<file path="src/rtl/fetch_pkg.sv">
// fetch_pkg: shared types and constants for the fetch unit.
// FSM state encoding, branch-target LUT depth and the default target table.
package fetch_pkg;

    typedef enum logic [1:0] {
        IDLE = 2'd0,
        RUN  = 2'd1,
        HALT = 2'd2
    } state_t;

    localparam int LUT_DEPTH = 4;
    localparam int LUT_AW    = $clog2(LUT_DEPTH);
    localparam int PW_DEF    = 10;

    // Default jump/branch targets, indexed by TargSel.
    localparam logic [PW_DEF-1:0] TARGET_TABLE [LUT_DEPTH] = '{
        10'h000, 10'h010, 10'h020, 10'h030
    };

endpackage

</file>
<file path="src/rtl/fetch_unit_target_lut.sv">
// target_lut: combinational map from the decoder's TargSel index to a
// branch/jump target address, resized to the program-counter width.
module target_lut
    import fetch_pkg::*;
#(
    parameter int PW = 10
) (
    input  logic [LUT_AW-1:0] sel,
    output logic [PW-1:0]     targ
);

    assign targ = PW'(TARGET_TABLE[sel]);

endmodule

</file>
<file path="src/rtl/fetch_unit.sv">
// fetch_unit: program counter sequencer with IDLE/RUN/HALT control.
// Optional feature: define FETCH_INSTR_COUNT_EN to add the 16-bit
// saturating InstrCount output counting RUN cycles.
module fetch_unit
    import fetch_pkg::*;
#(
    parameter int PW = 10
) (
    input  logic          Clk,
    input  logic          Reset,
    input  logic          Start,
    input  logic [PW-1:0] StartAddr,
    input  logic          Jump,
    input  logic          BranchEn,
    input  logic          Zero,
    input  logic [1:0]    TargSel,
    input  logic          Ack,
    output logic [PW-1:0] ProgCtr,
    output logic          Running,
    output logic          Done
`ifdef FETCH_INSTR_COUNT_EN
    ,
    output logic [15:0]   InstrCount
`endif
);

    state_t        state;
    logic [PW-1:0] targ;
    logic          redirect;

    target_lut #(.PW(PW)) u_lut (
        .sel  (TargSel),
        .targ (targ)
    );

    // Taken branch or jump loads the LUT target on the next edge (no delay slot).
    assign redirect = Jump | (BranchEn & Zero);

    // Control FSM and program counter; Start wins in every state, Ack beats redirects.
    always_ff @(posedge Clk or negedge Reset) begin
        if (!Reset) begin
            state   <= IDLE;
            ProgCtr <= '0;
            Running <= 1'b0;
            Done    <= 1'b0;
        end else if (Start) begin
            state   <= RUN;
            ProgCtr <= StartAddr;
            Running <= 1'b1;
            Done    <= 1'b0;
        end else begin
            case (state)
                RUN: begin
                    if (Ack) begin
                        state   <= HALT;
                        Running <= 1'b0;
                        Done    <= 1'b1;
                    end else if (redirect) begin
                        ProgCtr <= targ;
                    end else begin
                        ProgCtr <= ProgCtr + PW'(1);
                    end
                end
                default: ;
            endcase
        end
    end

`ifdef FETCH_INSTR_COUNT_EN
    // RUN-cycle counter: clears on Start, saturates, frozen outside RUN.
    always_ff @(posedge Clk or negedge Reset) begin
        if (!Reset) begin
            InstrCount <= '0;
        end else if (Start) begin
            InstrCount <= '0;
        end else if (state == RUN && InstrCount != 16'hFFFF) begin
            InstrCount <= InstrCount + 16'd1;
        end
    end
`endif

endmodule

</file>
<file path="config.mk">
export PLATFORM = sky130hd
export DESIGN_NAME = fetch_unit
export DESIGN_NICKNAME = d
export VERILOG_FILES = /design/src/rtl/fetch_pkg.sv /design/src/rtl/fetch_unit_target_lut.sv /design/src/rtl/fetch_unit.sv
export SDC_FILE = /design/constraint.sdc
export NUM_CORES = 1
export LEC_CHECK = 0
export CAP_MARGIN = 10
export CELL_PAD_IN_SITES_DETAIL_PLACEMENT = 1
export CELL_PAD_IN_SITES_GLOBAL_PLACEMENT = 2
export CORE_MARGIN = 3
export CORE_UTILIZATION = 26
export CTS_BUF_LIST = sky130_fd_sc_hd__clkbuf_8
export DETAILED_ROUTE_END_ITERATION = 12
export GPL_TIMING_DRIVEN = 0
export HOLD_SLACK_MARGIN = 0.15
export PLACE_DENSITY = 0.83
export SYNTH_ARGS = -nofsm -noshare
export SYNTH_HDL_FRONTEND = slang
export SYNTH_SLANG_ARGS = --single-unit
</file>
<file path="constraint.sdc">
create_clock -name Clk -period 2.59 [get_ports Clk]
set_clock_uncertainty 0.2 [all_clocks]
set_input_delay 0.3885 -clock Clk [delete_from_list [all_inputs] [get_ports Clk]]
set_output_delay 0.3885 -clock Clk [all_outputs]
set_load 0.02 [all_outputs]
</file>
==> results.md <==
Status:
- The flow ran to the end, and the final reports show no timing, DRC or antenna violations.

Clock tree:
- The clock transition at the registers of the reported paths is 0.05 ns.
- For this design, the CTS-stage hold fixing added 0 buffers.
- The root cell of the clock tree is sky130_fd_sc_hd__clkbuf_8.
- Once the clock tree was built, the setup fixing pass inserted 0 buffers.
- The clock reaches the later pin of the worst-skew pair after 0.24 ns.
- The sink count of the clock tree is 12.
- The depth of the CTS H-tree is 1.
- The longest clock path from root to sink contains 2 buffers.
- The number of buffers added by the clock tree synthesis step is 3.
- The TritonCTS clock tree is yes.
- The post-cts resize count is 0.

STA:
- The transition time of the tightest slew-check pin is 0.688 ns.
- The setup TNS is 0 ns.
- Based on the critical path, the design can be clocked at up to 474 MHz.
- The worst relative slew slack is 54.0%.
- The number of slew-limit violations in the final report is 0.
- Setup repair after global routing left no endpoint under its margin.
- The routed design could run at a clock period as short as 2.11 ns.
- Setup violations remaining at the end of the flow were counted as 0.
- The count of endpoints failing hold in the final timing report is 0.
- The part of the cycle the worst path needs is 81.5%.

Power:
- The share of total power dissipated in the clock network is 29.4%.
- The power density of the placed cells is 522 nW/um2.
- Total power for the finished layout comes to 0.591 mW.
- The switching power summed over all nets is 0.192 mW.
- Internal power comes to 0.399 mW.
- For this design the static power due to leakage is 0.446 nW.
- IR analysis of the VDD net gives a maximum drop of 0.000287 V.
- The share of total power in sequential cells is 40.2%.
- The switching share of power is 32.5%.
- The combinational cell fraction of total power is 30.3%.

Die:
- The floorplan step set the die width to 59.8 um.
- The height of the chip is 59.8 um.
- During I/O placement, the number of pins put on the boundary was 31.
- The total number of placement rows is 18.
- The floorplan step defined a core boundary enclosing 2610 um2.
- The floorplan step defined a die boundary enclosing 3570 um2.
- The starting utilization of the core area is 28.8%.

Synth:
- The mapped netlist covers 752 um2.
- The dominant cell type by area after synthesis is sky130_fd_sc_hd__dfrtp_1.
- Sequential elements use 39.9% of the synthesized area.
- Yosys mapped a number of flops with a built-in enable equal to 0.
- Yosys attributes the largest share of cell area to sky130_fd_sc_hd__dfrtp_1, sky130_fd_sc_hd__a21oi_1, sky130_fd_sc_hd__o21ai_0.
- After synthesis the netlist holds a flip-flop and latch count of 12.
- Synthesis handed over a netlist of 91 instances.
- The commonest register cell after synthesis is sky130_fd_sc_hd__dfrtp_1.
- For this run, asynchronously set or reset flops after synthesis account for 100%.
- In this run the biggest area consumer among cell types represents 39.9% of the synthesized area.
- After synthesis, the mean cell area works out to 8.26 um2.
- The count of synthesis-stage warnings from yosys is 0.
- The distinct cell type count of the synthesized netlist is 32.
- When the netlist entered floorplanning its net count stood at 111.

Global route:
- met2 is the most crowded layer.
- Global routing used 26.7% of the available met2 tracks.
- Across every metal layer, demand over resource in global routing totals 16.5%.
- Summed over all layers, the global routing overflow is 0.
- In the global route stage, met1 resource usage came out at 20.5%.
- The initial antenna violation count came to 0.
- Entering global routing, the biggest net connects 13 pins.
- The first-pass GRT wire length is 4.28 mm.
- The via count of the first global-routing pass was 867.
- The fraction of met3 tracks used by global routing is 4.75%.

Critical path:
- The launching element type of the critical path is a primary input.
- Counting cells, the worst reg-to-reg path comes to 4.
- The endpoint of the worst register-to-register path is ProgCtr[2]$_DFFE_PN0P_.
- On the critical path, the stage with the largest delay is an instance of sky130_fd_sc_hd__nor3b_1.
- The critical path is of the in2reg type.
- For flop-to-flop paths, the worst setup slack is 0.70 ns.
- For the worst setup path, the data required time is 2.50 ns.
- Along the worst path, the maximum fanout reaches 4.
- The launching point of the worst reg2reg path is state[1]$_DFFE_PN0P_.
- Data on the critical path arrives at its endpoint at 2.02 ns.
- The type of element capturing the critical path is a flip-flop.
- The peak per-stage delay on the critical path is 0.61 ns.
- The cell repeated most along the worst path is sky130_fd_sc_hd__o21ai_0.
- Traced cell by cell, the critical path runs through clkdlybuf4s50_1, nor3b_1, o21ai_0, a22oi_1, o21ai_0.

Drt:
- The via density per instance is 5.45.
- The per-cell routed wire length is 16.9 um.
- The vias after detailed routing is 839.
- The number of DRC violations after detailed-routing iteration 0 is 37.
- The post-route DRC violation count is 0.
- Wires add up to 2.61 mm.
- The count of nets left with antenna violations once routing finished came out at 0.
- The first detailed-routing pass took 4 iterations.

Final layout:
- The layout overhead on the synthesized area is 50.4%.
- Leaving out fill and tap cells, the most frequent cell in the layout is sky130_fd_sc_hd__clkdlybuf4s50_1.
- At the end of the flow, the number of nets in the layout was 146.
- The share of final-layout standard cells stronger than drive strength 1 is 5.65%.
- The final instance area is 1130 um2.
- The total inserted antenna cells is 0.
- The library cells used most frequently in the layout, excluding fill and tap cells, are sky130_fd_sc_hd__clkdlybuf4s50_1, sky130_fd_sc_hd__dfrtp_1, sky130_fd_sc_hd__nand2_1.

Min path:
- In this run the worst hold path is classified as in2async.

Placed design:
- The HPWL reported at the end of detailed placement is 1.92 mm.
- In this run the tool buffered the top-level ports with 30 buffer cells.
- The cell area reported after detailed placement is 1090 um2.
- The placer's final routability congestion estimate is 0.775.

Run:
- The number of maximum-capacitance violations is 0.
[worst max-delay path by stage]
stage,depth (start not counted),endpoint,start
finish,5,ProgCtr[2]$_DFFE_PN0P_,Ack
CTS,5,ProgCtr[2]$_DFFE_PN0P_,Ack
global placement,5,ProgCtr[2]$_DFFE_PN0P_,Ack
detailed placement,5,ProgCtr[2]$_DFFE_PN0P_,Ack
global route,5,ProgCtr[2]$_DFFE_PN0P_,Ack
floorplan,3,ProgCtr[8]$_DFFE_PN0P_,state[0]$_DFFE_PN0P_
[synth_stat cells, drive strengths merged (3+ instances only)]
cell type and count:
nand3 4, inv 3, clkbuf 4, a21oi 9, nand2 12, nor2 5, dfrtp 12, nand4 4
o21ai 9, o22ai 3
[metrics by stage]
stage                     setup WS (ns)  util [%]  hold WS [ns]  cells
after floorplan                   0.754         -        -0.107     91
after global placement            0.307      41.7         0.353    151
after detailed placement          0.213      41.7         0.373    151
after CTS                         0.457      43.3         0.346    154
after global routing              0.374      43.3         0.372    154
final                             0.480      43.3         0.318    154
[worst max-delay path, delay by kind of cell]
| family | cells | cell delay [ns] |
|---|---|---|
| AO/OA/AOI/OAI | 3 | 0.54 |
| buffers and inverters | 1 | 0.47 |
| AND/OR/NAND/NOR | 1 | 0.61 |
[registers in the layout (all words and copies together) (netlist names)]
name     count
ProgCtr     10
state        2
[cells by family (layout without fill, tap and decap cells)]
family,after synthesis,count (layout),synth area share (%)
mux,2,2,2.83
compound gates,33,33,27.3
simple gates,35,35,24.0
flops,12,12,39.9
fa+ha+maj,1,1,1.66
buf+inv,8,41,4.32
[per-layer routing]
layer / up-vias / routed length [um]
li1: 413 / -
met1: 400 / 1190
met2: 22 / 1220
met3: 4 / 147
met4: 0 / 39
met5: - / 0
[power by group through the flow]
stage,logic [mW],registers (mW),clock network [mW]
global route,0.195,0.242,0.193
CTS,0.181,0.237,0.181
finish,0.179,0.238,0.174
global placement,0.175,0.238,0
detailed placement,0.180,0.240,0
floorplan,0.0623,0.257,0
[final cells by class]
cell class,count,area [um2]
Tap cell,30,37.5
Sequential cell,12,300
Inverter,3,11.3
Clock buffer,3,41.3
Fill cell,325,1480
Multi-Input combinational cell,71,419
Timing Repair Buffer,30,300
Buffer,5,21.3
Note: power is estimated with default switching activity, not from simulation.
